===== config.mk =====
export PLATFORM = sky130hd
export DESIGN_NAME = fetch_unit
export DESIGN_NICKNAME = d
export VERILOG_FILES = /design/src/rtl/fetch_unit_pkg.sv /design/src/rtl/fetch_queue.sv /design/src/rtl/fetch_unit.sv
export SDC_FILE = /design/constraint.sdc
export NUM_CORES = 1
export LEC_CHECK = 0
export CAP_MARGIN = 20
export CORE_MARGIN = 4
export CORE_UTILIZATION = 45
export CTS_BUF_LIST = sky130_fd_sc_hd__clkbuf_4 sky130_fd_sc_hd__clkbuf_8
export CTS_CLUSTER_DIAMETER = 40
export DETAILED_ROUTE_END_ITERATION = 8
export HOLD_SLACK_MARGIN = 0.05
export PLACE_DENSITY = 0.76
export SYNTH_ARGS = -nofsm -noshare
export SYNTH_HDL_FRONTEND = slang
export SYNTH_SLANG_ARGS = --single-unit

===== constraint.sdc =====
create_clock -name clk -period 7.7 [get_ports clk]
set_clock_uncertainty 0.1 [all_clocks]
set_input_delay 1.155 -clock clk [delete_from_list [all_inputs] [get_ports clk]]
set_output_delay 1.155 -clock clk [all_outputs]
set_load 0.01 [all_outputs]

===== src/rtl/fetch_unit_pkg.sv =====
// Shared constants for the instruction fetch unit and its queue.
package fetch_unit_pkg;

  localparam int                  XLEN_DEFAULT = 32;
  localparam int                  INSTR_W      = 32;
  localparam logic [INSTR_W-1:0]  NOP_INSTR    = 32'h0000_0013;  // addi x0,x0,0
  localparam int                  PC_STEP      = 4;

endpackage : fetch_unit_pkg


===== src/rtl/fetch_queue.sv =====
// Synchronous FIFO holding fetched {pc, instr} entries. The head is read
// straight from storage, so a write becomes visible one cycle later (no bypass).
module fetch_queue #(
  parameter int WIDTH = 64,
  parameter int DEPTH = 4
) (
  input  logic                     clk,
  input  logic                     rst,
  input  logic                     flush_i,
  input  logic                     wr_en_i,
  input  logic [WIDTH-1:0]         wr_data_i,
  input  logic                     rd_en_i,
  output logic [WIDTH-1:0]         rd_data_o,
  output logic                     empty_o,
  output logic [$clog2(DEPTH):0]   count_o
);

  localparam int AW = $clog2(DEPTH);

  logic [WIDTH-1:0] mem_q [DEPTH];
  logic [AW-1:0]    wr_ptr_q, wr_ptr_d;
  logic [AW-1:0]    rd_ptr_q, rd_ptr_d;
  logic [AW:0]      count_q, count_d;
  logic             full;
  logic             do_wr;
  logic             do_rd;

  assign full      = (count_q == (AW+1)'(DEPTH));
  assign empty_o   = (count_q == '0);
  assign count_o   = count_q;
  assign do_wr     = wr_en_i && !full;
  assign do_rd     = rd_en_i && !empty_o;
  assign rd_data_o = mem_q[rd_ptr_q];

  // Next-state for pointers and occupancy; pointers wrap naturally at 2^AW.
  always_comb begin
    // NOTE: every output gets a default first so no path leaves it unassigned (no latch).
    wr_ptr_d = wr_ptr_q;
    rd_ptr_d = rd_ptr_q;
    count_d  = count_q;
    if (do_wr) wr_ptr_d = wr_ptr_q + 1'b1;
    if (do_rd) rd_ptr_d = rd_ptr_q + 1'b1;
    case ({do_wr, do_rd})
      2'b10:   count_d = count_q + 1'b1;
      2'b01:   count_d = count_q - 1'b1;
      default: count_d = count_q;
    endcase
    if (flush_i) begin
      wr_ptr_d = '0;
      rd_ptr_d = '0;
      count_d  = '0;
    end
  end

  // Pointer and occupancy registers with synchronous reset.
  always_ff @(posedge clk) begin
    // NOTE: state registers use non-blocking assignment so all flops update together.
    if (rst) begin
      wr_ptr_q <= '0;
      rd_ptr_q <= '0;
      count_q  <= '0;
    end else begin
      wr_ptr_q <= wr_ptr_d;
      rd_ptr_q <= rd_ptr_d;
      count_q  <= count_d;
    end
  end

  // Entry storage write port.
  always_ff @(posedge clk) begin
    // NOTE: storage is deliberately not reset; emptiness is tracked by count_q alone.
    if (do_wr) mem_q[wr_ptr_q] <= wr_data_i;
  end

endmodule : fetch_queue


===== src/rtl/fetch_unit.sv =====
// Instruction fetch unit: issues sequential fetches under a credit limit,
// tracks in-flight requests, discards stale responses after a redirect and
// buffers good instructions in fetch_queue for the decode stage.
module fetch_unit
  import fetch_unit_pkg::*;
#(
  parameter int              XLEN     = XLEN_DEFAULT,
  parameter logic [XLEN-1:0] RESET_PC = XLEN'(32'h0000_0000),
  parameter int              FQ_DEPTH = 4
) (
  input  logic                       clk,
  input  logic                       rst,
  input  logic                       redirect_valid,
  input  logic [XLEN-1:0]            redirect_pc,
  output logic                       imem_req_valid,
  input  logic                       imem_req_ready,
  output logic [XLEN-1:0]            imem_req_addr,
  input  logic                       imem_rsp_valid,
  input  logic [INSTR_W-1:0]         imem_rsp_data,
  output logic                       if_valid,
  input  logic                       if_ready,
  output logic [INSTR_W-1:0]         if_instr,
  output logic [XLEN-1:0]            if_pc,
  output logic [$clog2(FQ_DEPTH):0]  fq_count
);

  localparam int              CW             = $clog2(FQ_DEPTH) + 1;
  localparam int              QW             = XLEN + INSTR_W;
  localparam logic [XLEN-1:0] RESET_PC_ALIGN = {RESET_PC[XLEN-1:2], 2'b00};

  logic [XLEN-1:0] fetch_pc_q, fetch_pc_d;   // address of the next request
  logic [XLEN-1:0] rsp_pc_q, rsp_pc_d;       // pc of the next kept response
  logic [CW-1:0]   inflight_q, inflight_d;   // accepted requests awaiting response
  logic [CW-1:0]   discard_q, discard_d;     // stale responses still to drop

  logic [XLEN-1:0] redirect_target;
  logic [CW:0]     credit_used;
  logic            req_fire;
  logic            if_fire;
  logic            rsp_keep;
  logic            q_empty;
  logic [QW-1:0]   q_head;

  assign redirect_target = {redirect_pc[XLEN-1:2], 2'b00};
  assign credit_used     = {1'b0, fq_count} + {1'b0, inflight_q};

  // A request is only offered when the queue is guaranteed room for its
  // response, and never in the redirect cycle or while reset is held.
  assign imem_req_valid  = !rst && !redirect_valid &&
                           (credit_used < (CW+1)'(FQ_DEPTH));
  assign imem_req_addr   = {fetch_pc_q[XLEN-1:2], 2'b00};
  assign req_fire        = imem_req_valid && imem_req_ready;
  assign if_fire         = if_valid && if_ready;
  assign rsp_keep        = imem_rsp_valid && !redirect_valid && (discard_q == '0);

  assign if_valid = !q_empty;
  assign if_instr = q_empty ? NOP_INSTR : q_head[INSTR_W-1:0];
  assign if_pc    = q_empty ? '0        : q_head[QW-1:INSTR_W];

  fetch_queue #(
    .WIDTH (QW),
    .DEPTH (FQ_DEPTH)
  ) u_queue (
    .clk       (clk),
    .rst       (rst),
    .flush_i   (redirect_valid),
    .wr_en_i   (rsp_keep),
    .wr_data_i ({rsp_pc_q, imem_rsp_data}),
    .rd_en_i   (if_fire),
    .rd_data_o (q_head),
    .empty_o   (q_empty),
    .count_o   (fq_count)
  );

  // Next-state for fetch pc, response pc, in-flight and discard counters.
  always_comb begin
    fetch_pc_d = fetch_pc_q;
    rsp_pc_d   = rsp_pc_q;
    inflight_d = inflight_q;
    discard_d  = discard_q;

    if (req_fire)       inflight_d = inflight_d + 1'b1;
    if (imem_rsp_valid) inflight_d = inflight_d - 1'b1;

    if (redirect_valid) begin
      fetch_pc_d = redirect_target;
      rsp_pc_d   = redirect_target;
      // No request fires in this cycle and any response here is dropped, so
      // everything still outstanding afterwards is stale.
      discard_d  = inflight_d;
    end else begin
      if (req_fire) fetch_pc_d = fetch_pc_q + XLEN'(PC_STEP);
      if (rsp_keep) rsp_pc_d   = rsp_pc_q + XLEN'(PC_STEP);
      if (imem_rsp_valid && discard_q != '0) discard_d = discard_q - 1'b1;
    end
  end

  // Fetch-side state registers; reset abandons all outstanding requests.
  always_ff @(posedge clk) begin
    if (rst) begin
      fetch_pc_q <= RESET_PC_ALIGN;
      rsp_pc_q   <= RESET_PC_ALIGN;
      inflight_q <= '0;
      discard_q  <= '0;
    end else begin
      fetch_pc_q <= fetch_pc_d;
      rsp_pc_q   <= rsp_pc_d;
      inflight_q <= inflight_d;
      discard_q  <= discard_d;
    end
  end

endmodule : fetch_unit

Yosys cells after proc, flatten, opt, wreduce, memory -nomap -nowiden
Memory sizes are Yosys's and may differ from the RTL's. A register that Yosys moved wholly into a read port is not among the register bits. Cells that the tools add are included.

Bits in writable memories: 256. Output and inout port bits: 101. Input bits: 70. Logic and storage cells: 60. Register bits: 77. Memories: 1.

Memory list: u_queue.mem_q (words 4, width 64, rd ports 1, clocked after memory_dff 1, write ports 1, RTL line fetch_queue.sv:20) `logic [WIDTH-1:0] mem_q [DEPTH];`.

Equal/unequal tests: 3. Muxes and demuxes: 15. Order comparisons: 1. Reduce and logical (&&, ||, !) cells: 21. $add $sub $neg: 10.

Operators with widths (number): 32-bit 2-to-1 mux (6); 32-bit by 3-bit adder with 32-bit output (second input constant) (2); 3-bit 2-to-1 mux (4); 1-bit logical AND (9); 3-bit by 1-bit subtractor with 3-bit output (second input constant) (3); 2-bit nonzero test (4); 3-bit by 1-bit adder with 3-bit output (second input constant) (2); 3-bit logical NOT (2); 3-bit one-hot mux with 2 select lines (1); 2-bit by 1-bit adder with 2-bit output (second input constant) (2); 3-bit by 3-bit adder with 4-bit output (1); 1-bit logical NOT (4); 4-bit by 3-bit < comparator with 1-bit output (second input constant) (1); 2-bit 2-to-1 mux (2); 3-bit == test (second input constant) (1); 3-bit nonzero test (1); 2-bit by 1-bit == test with 1-bit output (second input constant) (1); 2-bit == test (second input constant) (1); 1-bit 2-to-1 mux (2); 2-bit OR reduction (1).

Depth between registers and ports, before layout
Gate-level depths: netlist of run 1.

Word-level depth: 8. Mapped depth: 12. Depth with buffers taken out: 11.

Cells and area by module
From an unflattened synthesis of run 1, not the netlist that was laid out.

Cells, all modules: 914. Area, all modules: 13892.1 um2.

Modules (own cells, without submodules): fetch_queue (instances 1, area each 9786.9 um2, cells each 390, seq. area each 7867.5 um2); fetch_unit (instances 1, area each 4105.2 um2, cells each 524, seq. area each 1321.3 um2).

Least setup slack after synthesis of run 1
OpenSTA, ideal clock, no wires.

Kind: input port to flip-flop. From: in imem_rsp_valid. To: mem u_queue.mem_q[0][0], enable pin. Required time: 7.173 ns. Path slack: 3.761 ns. Path buffers: 2. Data arrival time: 3.413 ns. Stages: 5. Library setup time: 0.427 ns. Cells stage by stage: buf_4 -> and3b_1 -> clkbuf_1 -> o311a_1 -> and2_1.

Cells in the longest elaborated chain, start to end: 5.

RTL lines: start, declared (RTL line fetch_unit.sv:18) `input logic imem_rsp_valid,`; 1-bit logical AND (2 in series) (RTL line fetch_unit.sv:54) `assign rsp_keep = imem_rsp_valid && !redirect_valid && (discard_q == '0);`; 1-bit logical AND (RTL line fetch_queue.sv:31) `assign do_wr = wr_en_i && !full;`; 1-bit 2-to-1 mux (RTL line fetch_queue.sv:72) `if (do_wr) mem_q[wr_ptr_q] <= wr_data_i;`; 1-bit 2-to-1 mux (implied by the code) (RTL line fetch_queue.sv:72); end, declared (RTL line fetch_queue.sv:20).

Every way passes these cells.

Final worst setup path of run 1
From: reg u_queue.count_q[0], in the netlist u_queue.count_o[0]. To: out if_pc[31].

Cells in the longest elaborated chain, start to end: 2.

RTL lines: start, declared (RTL line fetch_queue.sv:23) `logic [AW:0] count_q, count_d;`; start signal, assigned (RTL line fetch_queue.sv:65) `count_q <= count_d;`; 3-bit logical NOT (RTL line fetch_queue.sv:29) `assign empty_o = (count_q == '0);`; 32-bit 2-to-1 mux (RTL line fetch_unit.sv:58) `assign if_pc = q_empty ? '0 : q_head[QW-1:INSTR_W];`; end, declared (RTL line fetch_unit.sv:23) `output logic [XLEN-1:0] if_pc,`.

Every way passes these cells.

==> results.sh, run 1 <==
export IMPL_status="completed"
export IMPL_cp_max_fo=38
export IMPL_end_kind="output pin"
export IMPL_max_slew_margin_pct=31.2
export IMPL_start_util_pct=45.6
export IMPL_dp_hpwl_um=17600
export IMPL_synth_common_cells="edfxtp_1, dfxtp_1, and2_1"
export IMPL_htree_num_levels=2
export IMPL_multi_input_area_um2=4260
export IMPL_min_period_ns=4.84
export IMPL_die_area_um2=32900
export IMPL_drt_pass1_iterations=6
export IMPL_clk_latency_ns=0.57
export IMPL_yosys_area_top_type="edfxtp_1"
export IMPL_critPathArrivalTime_ns=3.58
export IMPL_critical_path_required_ns=6.44
export IMPL_nNetsFinal=1166
export IMPL_hold_class="reg -> reg"
export IMPL_grt_overflow=0
export IMPL_synth_simple_area_share_pct=11.0
export IMPL_vias=8147
export IMPL_die_h_um=181
export IMPL_rsz0062_at_grt="no"
export IMPL_grtUsageTotal_pct=16.9
export IMPL_clock_path_buffers=3
export IMPL_synthesis_area_um2=13500
export IMPL_cts_buffers=51
export IMPL_synth_xor_area_share_pct=2.85
export IMPL_synth_adder_area_share_pct=1.35
export IMPL_yosysWarnings=0
export IMPL_synth_ff_type="edfxtp_1"
export IMPL_synth_top_family_by_area="simple AND/OR/NAND/NOR gates"
export IMPL_route_final_wire_length_um=28600
export IMPL_synth_cells=901
export IMPL_grt_max_degree=70
export IMPL_powerDensity_nw_per_um2=221
export IMPL_antenna_cells=0
export IMPL_startpoint_type="flip-flop"
export IMPL_die_w_um=181
export IMPL_holdBufCountCts=0
export IMPL_drc=0
export IMPL_tns_ns=0
export IMPL_tritoncts="yes"
export IMPL_synth_edf_count=248
export IMPL_n_fill_cell=2384
export IMPL_wl_per_cell_um=18.9
export IMPL_path_clk_slew_ns=0.06
export IMPL_worst_ir_drop_vdd_v=0.000126
export IMPL_seqCellArea_um2=8950
export IMPL_gp_congestion=0.835
export IMPL_ys_types=57
export IMPL_ys_top_cells_by_area="edfxtp_1, dfxtp_1, mux4_2, and2_1, xor2_1"
export IMPL_cts_root_buffer="clkbuf_8"
export IMPL_area_growth_syn_to_layout_pct=22.3
export IMPL_drive_gt1_share_pct=16.4
export IMPL_cts_resized=0
export IMPL_row_count=63
export IMPL_fmax_mhz=207
export IMPL_synthDominantCellAreaShare_pct=55.1
export IMPL_synth_area_mux_share_pct=10.9
export IMPL_core_um2=29600
export IMPL_synth_compound_area_share_pct=5.32
export IMPL_synthArstFlopShare_pct=0
export IMPL_post_cts_buffers=0
export IMPL_maxSlewViolCount=0
export IMPL_drv_cap=0
export IMPL_ioPinCount=171
export IMPL_hold_viol=0
export IMPL_finalSetupViolations=0
export IMPL_grt_pass1_wl_um=44600
export IMPL_grt_pass1_vias=8112
export IMPL_synth_area_per_cell_um2=15.0
export IMPL_via_per_inst=5.38
export IMPL_synth_seq_cells=323
export IMPL_total_power_mw=3.66
export IMPL_worst_slew_pin_slew_ns=1.02
export IMPL_fin_crit_sh_pct=62.8
export IMPL_io_buffers=164
export IMPL_grt_antenna_before_repair=0
export IMPL_yosysMostFrequentCell="edfxtp_1"
export IMPL_cts_sinks=323
export IMPL_p_leak_nw=5.40
export IMPL_ant_nets=0
export IMPL_worstSetupPathType="reg -> out"
export IMPL_synth_seq_area_share_pct=66.2
export IMPL_dr_first_iter_drc_count=446
flip-flops by register name, indices dropped and copies added (netlist names), named ones only:
name and cells:
rsp_pc_q 30, u_queue.mem_q 248, fetch_pc_q 30, u_queue.rd_ptr_q 2
discard_q 3, inflight_q 3, u_queue.wr_ptr_q 2, u_queue.count_o 3
area by class of cell:
type / count / share of cell area, %
Clock buffer: 65 / 4.92
Clock inverter: 29 / 1.20
Inverter: 22 / 0.500
Multi-Input combinational cell: 507 / 25.8
Sequential cell: 323 / 54.2
Tap cell: 390 / 2.95
Timing Repair Buffer: 177 / 10.5
power by group:
group	total (mW)	leakage [nW]	switching [mW]	internal (mW)
logic	0.269	2.00	0.130	0.138
clock network	1.41	0.513	0.643	0.764
registers	1.98	2.88	0.0488	1.93
final timing paths:
check | slack [ns] | endpoint | cells past startpoint | startpoint
worst max-delay path | 2.86 | if_pc[31] | 5 | u_queue.count_o[0]
worst min-delay path | 0.42 | fetch_pc_q[3] | 2 | fetch_pc_q[3]
worst max register to register | 3.94 | u_queue.count_o[2] | 10 | u_queue.count_o[0]
worst min register to register | 0.42 | fetch_pc_q[3] | 2 | fetch_pc_q[3]
logic make-up after synthesis:
kind of cell | count (synthesis)
xor+xnor | 44
compound gates | 109
fa+ha+maj | 14
flops | 323
mux | 69
simple gates | 267
other cells | 1
buf+inv | 74
through the flow:
step	instances	cell area (um2)	util, %	hold WS [ns]	setup WS [ns]
after floorplan	904	13500	-	0.380	3.76
after global placement	1419	15500	52.4	0.404	3.36
after detailed placement	1419	15500	52.4	0.411	3.34
after CTS	1513	16500	55.8	0.424	2.76
after global routing	1513	16500	55.8	0.445	2.64
final	1513	16500	55.8	0.422	2.86
routing by layer:
metal	wire, um	track usage, %	vias to the layer above	part of all wire [%]
met5	0	0	-	0
met3	2110	3.78	49	7.4
li1	-	-	3806	-
met1	12800	24.4	3988	45
met4	521	4.02	0	1.8
met2	13100	26.5	304	46
layout by cell type, fill, tap and decap left out, types with 14 or more instances in the layout:
| cell | netlist | layout |
|---|---|---|
| mux4_2 | 62 | 62 |
| o21ai_0 | 14 | 14 |
| a211oi_1 | 19 | 19 |
| nor2_1 | 48 | 48 |
| nand4_1 | 19 | 19 |
| a21oi_1 | 27 | 27 |
| clkbuf_8 | 0 | 52 |
| xor2_1 | 31 | 31 |
| and2_1 | 66 | 62 |
| nand2_1 | 55 | 55 |
| a31oi_1 | 16 | 16 |
| inv_1 | 21 | 21 |
| dfxtp_1 | 75 | 73 |
| nand3_1 | 28 | 28 |
| edfxtp_1 | 248 | 248 |
| clkdlybuf4s50_1 | 0 | 163 |
worst max-delay path, stage by stage, from the launching register on:
cell	delay, ns
dfxtp_1	0.37
nor3_1	0.84
inv_1	0.63
buf_4	0.43
and2_1	0.18
clkdlybuf4s50_1	0.54
Note: power is estimated with default switching activity, not from simulation.
==> run 2, diff against run 1 <==
==> constraint.sdc (replaced) <==
create_clock -name clk -period 4.7 [get_ports clk]
set_clock_uncertainty 0.1 [all_clocks]
set_input_delay 0.705 -clock clk [delete_from_list [all_inputs] [get_ports clk]]
set_output_delay 0.705 -clock clk [all_outputs]
set_load 0.01 [all_outputs]
==> results.sh, run 2 (same netlist as run 1, synthesis figures left out) <==
export IMPL_core_um2=29600
export IMPL_fin_crit_sh_pct=81.8
export IMPL_p_sw_share_pct=22.4
export IMPL_critPathArrivalTime_ns=3.04
export IMPL_place_ws_ns=1.17
export IMPL_drc=0
export IMPL_end_kind="output pin"
export IMPL_power_share_clock_pct=38.6
export IMPL_antenna_cells=0
export IMPL_final_common_cell="edfxtp_1"
export IMPL_critical_path_required_ns=3.89
export IMPL_p_leak_nw=5.45
export IMPL_clk_latency_ns=0.58
export IMPL_cts_root_buffer="clkbuf_8"
export IMPL_fmax_mhz=260
export IMPL_dr_first_iter_drc_count=405
export IMPL_worst_ir_drop_vdd_v=0.000199
export IMPL_drt_pass1_iterations=5
export IMPL_cp_max_fo=34
export IMPL_die_area_um2=32900
export IMPL_cts_buffers=52
export IMPL_grt_pass1_vias=8378
export IMPL_row_count=63
export IMPL_die_w_um=181
export IMPL_holdBufCountCts=0
export IMPL_p_sw_mw=1.35
export IMPL_startpoint_type="flip-flop"
export IMPL_regMostFlops="u_queue.mem_q"
export IMPL_die_h_um=181
export IMPL_ant_nets=0
export IMPL_post_cts_buffers=0
export IMPL_hold_class="reg -> reg"
export IMPL_finalSetupViolations=0
export IMPL_final_cell_mix="edfxtp_1, clkdlybuf4s50_1, dfxtp_1, and2_1, mux4_2"
export IMPL_grt_max_degree=69
export IMPL_dp_hpwl_um=18800
export IMPL_grt_antenna_before_repair=0
export IMPL_cts_resized=0
export IMPL_tritoncts="yes"
export IMPL_p_comb_share_pct=7.4
export IMPL_hold_viol=0
export IMPL_seqPwrFrac_pct=54.0
export IMPL_grt_pass1_wl_um=45900
export IMPL_htree_num_levels=2
export IMPL_worst_slew_pin_slew_ns=0.814
export IMPL_internal_power_mw=4.67
export IMPL_max_slew_margin_pct=45.6
export IMPL_grtUsageTotal_pct=17.4
export IMPL_nNetsFinal=1173
export IMPL_reg_top3="u_queue.mem_q x248, fetch_pc_q x30, rsp_pc_q x30"
export IMPL_largest_register_ff_count=248
export IMPL_maxSlewViolCount=0
export IMPL_route_final_wire_length_um=29000
export IMPL_io_buffers=164
export IMPL_start_util_pct=45.6
export IMPL_ioPinCount=171
export IMPL_area_growth_syn_to_layout_pct=22.7
export IMPL_tns_ns=0
export IMPL_worstSetupPathType="reg -> out"
export IMPL_gp_congestion=0.812
export IMPL_cts_sinks=323
export IMPL_drv_cap=0
export IMPL_drive_gt1_share_pct=16.6
export IMPL_wl_per_cell_um=19.1
export IMPL_powerDensity_nw_per_um2=362
export IMPL_grt_overflow=0
export IMPL_rsz0062_at_grt="no"
export IMPL_via_per_inst=5.41
export IMPL_status="completed"
export IMPL_min_period_ns=3.84
export IMPL_path_clk_slew_ns=0.06
export IMPL_vias=8212
export IMPL_clock_path_buffers=3
export IMPL_layout_setup_ws_ns=0.856
## run 2: per-layer routing
metal / vias to the layer above / wire length, um / global-route usage [%] / part of all wire, %
met4: 0 / 585 / 4.74 / 2.0
met2: 336 / 13400 / 27.2 / 46
li1: 3817 / - / - / -
met1: 4019 / 12700 / 24.6 / 44
met5: - / 0 / 0 / 0
met3: 40 / 2270 / 4.11 / 7.8
## run 2: critical path: stages (launching register included)
cell             delay [ns]
dfxtp_4                0.74
buf_12                 0.36
mux4_2                 0.54
or2_2                  0.30
clkdlybuf4s50_1        0.49
## run 2: final timing paths
path                      startpoint                  to  slack, ns  cells after the start
setup / recovery           flip-flop         if_instr[0]       0.86                      4
setup reg to reg  u_queue.count_o[0]  u_queue.count_o[2]       1.81                     10
hold reg to reg       fetch_pc_q[31]      fetch_pc_q[31]       0.43                      2
hold / removal        fetch_pc_q[31]      fetch_pc_q[31]       0.43                      2
## run 2: final cells by class
| cell class | count | area (um2) |
|---|---|---|
| Fill cell | 2412 | 13000 |
| Multi-Input combinational cell | 507 | 4260 |
| Clock buffer | 68 | 836 |
| Tap cell | 390 | 488 |
| Clock inverter | 24 | 169 |
| Inverter | 22 | 82.6 |
| Sequential cell | 323 | 8950 |
| Timing Repair Buffer | 183 | 1800 |
## run 2: power by group through the flow
stage / logic, mW / clock network, mW / registers (mW)
6_report: 0.446 / 2.32 / 3.25
5_1_grt: 0.490 / 2.52 / 3.26
2_1_floorplan: 0.241 / 0 / 3.29
3_3_place_gp: 0.439 / 0 / 3.30
4_1_cts: 0.451 / 2.40 / 3.24
3_5_place_dp: 0.447 / 0 / 3.30
## run 2: metrics by stage
step	instance area, um2	hold slack [ns]	power (mW)	cells	util (%)
after detailed placement	15600	0.422	3.75	1425	52.6
final	16600	0.433	6.01	1517	56.0
after CTS	16600	0.432	6.09	1517	56.0
after global routing	16600	0.453	6.26	1517	56.0
after floorplan	13500	0.380	3.53	904	-
after global placement	15600	0.402	3.74	1425	52.6
==> run 3, diff against run 2 <==
==> constraint.sdc (replaced) <==
create_clock -name clk -period 3.71 [get_ports clk]
set_clock_uncertainty 0.1 [all_clocks]
set_input_delay 0.5565 -clock clk [delete_from_list [all_inputs] [get_ports clk]]
set_output_delay 0.5565 -clock clk [all_outputs]
set_load 0.01 [all_outputs]
==> results.sh, run 3 (same netlist as run 1, synthesis figures left out) <==
export IMPL_status="completed"
export IMPL_nNetsFinal=1179
export IMPL_hp_start="fetch_pc_q[3]"
export IMPL_worstSetupStartpoint="u_queue.count_o[0]"
export IMPL_drive_gt1_share_pct=17.6
export IMPL_drv_cap=0
export IMPL_post_cts_buffers=0
export IMPL_clock_path_buffers=3
export IMPL_use_met3_pct=3.60
export IMPL_ant_nets=0
export IMPL_finalSetupViolations=0
export IMPL_use_met2_pct=27.4
export IMPL_tns_ns=0
export IMPL_io_buffers=164
export IMPL_core_um2=29600
export IMPL_critPathArrivalTime_ns=2.71
export IMPL_p_leak_nw=5.50
export IMPL_final_common_cell="edfxtp_1"
export IMPL_end_kind="output pin"
export IMPL_maxSlewViolCount=0
export IMPL_die_area_um2=32900
export IMPL_cts_buffers=54
export IMPL_n_fill_cell=2377
export IMPL_vias=8265
export IMPL_cp_max_fo=24
export IMPL_met1_usage_pct=25.5
export IMPL_row_count=63
export IMPL_total_power_mw=7.74
export IMPL_grt_overflow=0
export IMPL_rsz0062_at_grt="no"
export IMPL_route_final_wire_length_um=28900
export IMPL_via_per_inst=5.41
export IMPL_cts_root_buffer="clkbuf_8"
export IMPL_gp_congestion=0.822
export IMPL_htree_num_levels=2
export IMPL_regMostFlops="u_queue.mem_q"
export IMPL_die_w_um=181
export IMPL_hold_class="reg -> reg"
export IMPL_critical_path_required_ns=3.05
export IMPL_dr_first_iter_drc_count=643
export IMPL_grt_pass1_vias=8488
export IMPL_r2r_start="u_queue.count_o[0]"
export IMPL_final_cell_mix="edfxtp_1, clkdlybuf4s50_1, dfxtp_1, and2_1, mux4_2"
export IMPL_worst_slew_pin_slew_ns=0.651
export IMPL_min_period_ns=3.37
export IMPL_start_util_pct=45.6
export IMPL_path_clk_slew_ns=0.06
export IMPL_ioPinCount=171
export IMPL_dp_hpwl_um=18400
export IMPL_worst_ir_drop_vdd_v=0.000215
export IMPL_reg_top3="u_queue.mem_q x248, fetch_pc_q x30, rsp_pc_q x30"
export IMPL_drt_pass1_iterations=5
export IMPL_die_h_um=181
export IMPL_max_slew_margin_pct=56.6
export IMPL_grt_max_degree=69
export IMPL_grt_antenna_before_repair=1
export IMPL_antenna_cells=0
export IMPL_grt_most_used_layer="met2"
export IMPL_startpoint_type="flip-flop"
export IMPL_worstSetupPathType="reg -> out"
export IMPL_fin_crit_sh_pct=90.8
export IMPL_powerDensity_nw_per_um2=463
export IMPL_clk_latency_ns=0.57
export IMPL_tritoncts="yes"
export IMPL_fmax_mhz=297
export IMPL_hold_viol=0
export IMPL_drc=0
export IMPL_grtUsageTotal_pct=17.5
export IMPL_wl_per_cell_um=18.9
export IMPL_area_growth_syn_to_layout_pct=23.7
export IMPL_cts_sinks=323
export IMPL_largest_register_ff_count=248
export IMPL_grt_pass1_wl_um=46300
==> run 3: path summary, 6_finish.rpt <==
check | end | slack (ns) | cells after the start
worst max-delay path | if_pc[22] | 0.34 | 5
worst min-delay path | fetch_pc_q[3] | 0.42 | 2
worst max register to register | u_queue.count_o[2] | 1.06 | 9
worst min register to register | fetch_pc_q[3] | 0.42 | 2
==> run 3: metal layers <==
layer,vias to the layer above,wire length [um],share of wire [%]
li1,3842,-,-
met1,4048,12900,45
met2,330,13400,46
met3,43,2190,7.6
met4,2,394,1.4
met5,-,13,0.045
==> run 3: area by class of cell <==
| type | count | area [um2] | area share [%] |
|---|---|---|---|
| flip-flops and latches | 323 | 8950 | 53.5 |
| clock buffers | 68 | 848 | 5.07 |
| inverters | 22 | 82.6 | 0.494 |
| well taps | 390 | 488 | 2.92 |
| repair buffers | 187 | 1870 | 11.2 |
| clock inverters | 32 | 220 | 1.32 |
| multi-input cells | 507 | 4270 | 25.5 |
==> run 3: stage by stage <==
stage	utilization (%)	setup WS [ns]	cells	hold WS [ns]	area, um2
6_report	56.5	0.341	1529	0.424	16700
5_1_grt	56.5	0.135	1529	0.433	16700
4_1_cts	56.5	0.242	1529	0.423	16700
3_5_place_dp	52.8	0.509	1429	0.411	15700
3_3_place_gp	52.8	0.637	1429	0.404	15700
2_1_floorplan	-	0.369	904	0.380	13500
==> run 3: timing repair <==
item	4_1_cts	5_1_grt
hold buffers	0	0
endpoints found under the hold margin	0	0
setup endpoints to repair	48	0
gates resized for setup	1	0
==> run 3: report_power, final <==
group / internal, mW / switching [mW]
Combinational: 0.296 / 0.276
Clock: 1.66 / 1.40
Sequential: 4.01 / 0.102
==> run 3: worst max-delay path: stages (launching register included) <==
cell             delay (ns)
dfxtp_1                0.38
nor3_2                 0.47
inv_1                  0.31
buf_4                  0.29
and2_1                 0.16
clkdlybuf4s50_1        0.52
==> RTL change 1 (settings of run 1) <==
Change the parameter `FQ_DEPTH` from 4 to 8.
--- a/src/rtl/fetch_unit.sv
+++ b/src/rtl/fetch_unit.sv
@@ -6,7 +6,7 @@
 #(
   parameter int              XLEN     = XLEN_DEFAULT,
   parameter logic [XLEN-1:0] RESET_PC = XLEN'(32'h0000_0000),
-  parameter int              FQ_DEPTH = 4
+  parameter int              FQ_DEPTH = 8
 ) (
   input  logic                       clk,
   input  logic                       rst,
Interface: changed (resized fq_count); port bits go from 171 to 172. No check against the original RTL was run, so the function may have changed too.
==> RTL change 1 against run 1 <==
- wire length increased by 72%
- total power rose by 85%
- worst setup slack got worse by 130 ps
- clock power grew 110%
- synthesized area increased by 71%
- sequential cell count increased by 254
- highest routed layer unchanged
- cell area increased by 68%
- critical path depth unchanged
- critical path type unchanged
==> RTL change 1: results (changes against run 1) <==
[status] status finished, final reports clean
[place] setup slack after placement 2560 ps [-779 ps]
[logic_synthesis] fraction of synthesized cell area in xor and xnor cells 0.0181 [-0.0104]
[global_routing] GRT Total Usage 0.177 [+0.00754]
[setup_path] Max Fanout on Critical Path 86 [+130%]
[sta] relative max-transition margin 0.256 [-0.0553]
[place] routability congestion estimate 0.769 [-7.8%]
[logic_synthesis] cell types with the largest area share after synthesis sky130_fd_sc_hd__edfxtp_1 64%, sky130_fd_sc_hd__mux4_2 12%, sky130_fd_sc_hd__dfxtp_1 7.0%
[cells_and_area] Regs by FF count u_queue.mem_q (496), fetch_pc_q (30), rsp_pc_q (30)
[logic_synthesis] Distinct cells, synth 61 [+7.0%]
[logic_synthesis] share of the synthesized area in compound gates (AO/OA/AOI/OAI) 0.0311 [-0.0221]
[cells_and_area] share of final-layout standard cells stronger than drive strength 1 0.209 [+0.0447]
[global_routing] number of antenna violations at the first check in global routing 1 [+1]
[floorplanning] core area 0.0506 mm2 [+71%]
[setup_path] arrival time reported for the critical path endpoint 3710 ps [+130 ps]
[power] LEAKAGE 8.80 nW [+63%]
[clock_network] total clock buffers created by CTS 98 [+92%]
[place] Placed Instances 2128 [+50%]
[setup_path] standard cell with the maximum stage delay on the critical path sky130_fd_sc_hd__dfxtp_4
[logic_synthesis] multiplexer area fraction after synthesis 0.154 [+0.0456]
[logic_synthesis] share of synthesized cell area in full adder, half adder and majority cells 0.00842 [-0.00509]
[drt] DR pass1 iterations 5 [-1]
[setup_path] slowest stage delay, CP 870 ps [+30 ps]
[logic_synthesis] part of the Yosys area used for sequential elements 0.712 [+0.0505]
[logic_synthesis] Syn Area/Cell 17.3 um2 [+15%]
[power] maximum vdd drop 0.173 mV [+38%]
[logic_synthesis] cell types with the highest counts after synthesis 496 x sky130_fd_sc_hd__edfxtp_1, 132 x sky130_fd_sc_hd__nor2_1, 124 x sky130_fd_sc_hd__mux4_2
[drt] Routed wire per std cell 21.3 um [+13%]
[place] IO Port Bufs 165 [+0.61%]
[place] HPWL after DPL 27200 um [+54%]
[global_routing] maximum number of pins on one net before global-route repair 87 [+24%]
[clock_network] later-pin clock latency in the skew report 680 ps [+110 ps]
[clock_network] number of H-tree levels 3 [+1]
[drt] total wire length 49100 um [+72%]
[drt] First DRT Iteration DRCs 898 [+100%]
[place] placed cell area 0.0256 mm2 [+65%]
==> RTL change 1: cell count changes after synthesis, moves of 8 or more <==
cell,before,now
sky130_fd_sc_hd__mux4_2,62,124
sky130_fd_sc_hd__buf_1,3,13
sky130_fd_sc_hd__nor2_1,48,132
sky130_fd_sc_hd__mux2i_1,3,72
sky130_fd_sc_hd__clkbuf_1,33,42
sky130_fd_sc_hd__and2_1,66,6
sky130_fd_sc_hd__edfxtp_1,248,496
sky130_fd_sc_hd__nor3_1,3,13
sky130_fd_sc_hd__nand3_1,28,16
sky130_fd_sc_hd__nand4_1,19,11
==> RTL change 1: cell type report <==
| type | instances | area, um2 |
|---|---|---|
| multi-input combinational | 670 | 6360 |
| sequential | 577 | 16500 |
| inverter | 23 | 86.3 |
| timing repair buffer | 186 | 1820 |
| clock buffer | 143 | 1720 |
| tap | 672 | 841 |
| antenna | 1 | 2.50 |
| clock inverter | 36 | 397 |
| fill | 3866 | 22800 |
==> RTL change 1: where the power goes <==
group	internal (mW)	switching, mW
registers	3.46	0.0668
clock network	1.71	1.19
logic	0.165	0.180
==> RTL change 1: routing by layer <==
layer | vias to the layer above | global-route usage | share of wire
met5 | - | 0 | 0
met4 | 0 | 0.0523 | 0.020
met3 | 77 | 0.0378 | 0.062
met2 | 447 | 0.280 | 0.48
met1 | 6465 | 0.249 | 0.44
li1 | 5724 | - | -
==> RTL change 1: path summary, 6_finish.rpt <==
| path | from | endpoint | slack [ps] | cells after the start |
|---|---|---|---|---|
| max reg2reg | discard_q[0] | u_queue.mem_q[6][58] | 3720 | 8 |
| min reg2reg | fetch_pc_q[31] | fetch_pc_q[31] | 380 | 1 |
| max | register | if_pc[2] | 2730 | 5 |
| min | fetch_pc_q[31] | fetch_pc_q[31] | 380 | 1 |
==> RTL change 2 (settings of run 1) <==
Without the edit above. Put a register stage on the output `fq_count`, with the module's reset. The value now appears one clock later. The other outputs are not delayed to match.
--- a/src/rtl/fetch_unit.sv
+++ b/src/rtl/fetch_unit.sv
@@ -28,6 +28,8 @@
   localparam int              QW             = XLEN + INSTR_W;
   localparam logic [XLEN-1:0] RESET_PC_ALIGN = {RESET_PC[XLEN-1:2], 2'b00};
 
+  logic [$clog2(FQ_DEPTH):0] fq_count_d;
+
   logic [XLEN-1:0] fetch_pc_q, fetch_pc_d;   // address of the next request
   logic [XLEN-1:0] rsp_pc_q, rsp_pc_d;       // pc of the next kept response
   logic [CW-1:0]   inflight_q, inflight_d;   // accepted requests awaiting response
@@ -42,7 +44,7 @@
   logic [QW-1:0]   q_head;
 
   assign redirect_target = {redirect_pc[XLEN-1:2], 2'b00};
-  assign credit_used     = {1'b0, fq_count} + {1'b0, inflight_q};
+  assign credit_used     = {1'b0, fq_count_d} + {1'b0, inflight_q};
 
   // A request is only offered when the queue is guaranteed room for its
   // response, and never in the redirect cycle or while reset is held.
@@ -69,7 +71,7 @@
     .rd_en_i   (if_fire),
     .rd_data_o (q_head),
     .empty_o   (q_empty),
-    .count_o   (fq_count)
+    .count_o   (fq_count_d)
   );
 
   // Next-state for fetch pc, response pc, in-flight and discard counters.
@@ -110,4 +112,12 @@
     end
   end
 
+  always_ff @(posedge clk) begin
+    if (rst) begin
+      fq_count <= '0;
+    end else begin
+      fq_count <= fq_count_d;
+    end
+  end
+
 endmodule : fetch_unit
Function: changed (a bounded check fails within 4 cycles, from zero or initial values and one cycle with rst high).
==> RTL change 2 against run 1 <==
- final cell count grew 0.26%
- wire length is essentially flat
- worst setup slack gained 260 ps
- die area shrank 0.22%
- cell area grew 0.20%
- sequential share of layout area grew 0.25 points
- critical path depth shrank 1
- synthesized area shrank 0.23%
- sequential cell count grew 3
- total power grew 2.3%
- combinational power is essentially flat
- count of clock-buffer cells in the layout grew 11
- highest routed layer unchanged
==> RTL change 2: results (changes against run 1) <==
[sta] relative max-transition margin 0.374 [+0.0624]
[place] setup slack after placement 3010 ps [-331 ps]
[setup_path] internal reg-to-reg setup slack 4250 ps [+310 ps]
[cells_and_area] # fillers 2398 [+0.59%]
[global_routing] maximum number of pins on one net before global-route repair 63 [-10%]
[logic_synthesis] share of synthesized cell area in full adder, half adder and majority cells 0.0135 [+0.0000313]
[cells_and_area] NumNets Final 1170 [+0.34%]
[place] placed cell area 0.0155 mm2 [-0.13%]
[clock_network] clock tree buffer depth 3 [unchanged]
[place] HPWL after DPL 18000 um [+1.9%]
[logic_synthesis] share of the synthesized area in compound gates (AO/OA/AOI/OAI) 0.0539 [+0.000680]
[drt] total wire length 28600 um [about the same]
[min_path] Hold Crit Start u_queue.count_o[2]
[drt] DR pass1 iterations 5 [-1]
[logic_synthesis] cell types with the largest area share after synthesis sky130_fd_sc_hd__edfxtp_1 55%, sky130_fd_sc_hd__dfxtp_1 12%, sky130_fd_sc_hd__mux4_2 10%
[logic_synthesis] fraction of synthesized cell area in xor and xnor cells 0.0260 [-0.00253]
[power] LEAKAGE 5.39 nW [-0.20%]
[sta] Highest Clock Rate 0.218 GHz [+5.6%]
[sta] hold_ws 405 ps [-16.6 ps]
[setup_path] Max Fanout on Critical Path 33 [-13%]
[logic_synthesis] Distinct cells, synth 54 [-5.3%]
[setup_path] slowest stage delay, CP 730 ps [-110 ps]
[logic_synthesis] part of the Yosys area used for sequential elements 0.668 [+0.00599]
[power] maximum vdd drop 0.108 mV [-14%]
[logic_synthesis] fraction of registers with async set/reset 0 [unchanged]
[drt] First DRT Iteration DRCs 605 [+36%]
[setup_path] arrival time reported for the critical path endpoint 3330 ps [-250 ps]
[place] routability congestion estimate 0.835 [about the same]
[status] status finished, final reports clean
[global_routing] GRT Total Usage 0.172 [+0.00322]
[logic_synthesis] multiplexer area fraction after synthesis 0.110 [+0.00109]
[cells_and_area] share of final-layout standard cells stronger than drive strength 1 0.156 [-0.00768]
[drt] total vias in the final route 8326 [+2.2%]
[global_routing] wire length of the first global-routing pass 45800 um [+2.6%]
[global_routing] number of global-route vias before repair 8389 [+3.4%]
## RTL change 2: power by group
group / internal (mW) / switching (mW) / leakage (nW)
combinational: 0.139 / 0.131 / 1.92
sequential: 1.95 / 0.0480 / 2.90
clock: 0.834 / 0.642 / 0.564
## RTL change 2: layout make-up
type,instances,area (um2),share of cell area
multi-input combinational,510,4210,0.254
tap,390,488,0.0295
sequential,326,9010,0.544
inverter,19,71.3,0.00431
timing repair buffer,176,1720,0.104
clock inverter,20,139,0.00838
clock buffer,76,921,0.0556
## RTL change 2: per-stage QoR
stage / util / cells
final: 0.559 / 1517
after global routing: 0.559 / 1517
after CTS: 0.559 / 1516
after detailed placement: 0.523 / 1420
after global placement: 0.523 / 1420
after floorplan: - / 908
## RTL change 2: worst paths after layout
kind | end | cells past startpoint
min | fq_count[2] | 2
max | if_instr[1] | 4
max reg2reg | u_queue.count_o[2] | 10
min reg2reg | fq_count[2] | 2
## RTL change 2: cell families after synthesis
group,after synthesis
muxes,70
xor gates and xnor gates,40
buffers and inverters,72
and+or+nand+nor,270
AOI/OAI and AO/OA,112
DFF,326
adders and majority gates,14
other,1
## RTL change 2: worst min-delay path, stage by stage, from the launching register on
cell	delay, ps
sky130_fd_sc_hd__dfxtp_1	340
sky130_fd_sc_hd__inv_1	80
sky130_fd_sc_hd__nor2_1	50
## RTL change 2: metal layers
layer | wire [um] | track usage | part of all wire | vias to the layer above
li1 | - | - | - | 3842
met1 | 12400 | 0.247 | 0.43 | 4080
met2 | 13300 | 0.270 | 0.47 | 359
met3 | 2350 | 0.0383 | 0.082 | 45
met4 | 504 | 0.0432 | 0.018 | 0
met5 | 0 | 0 | 0 | -
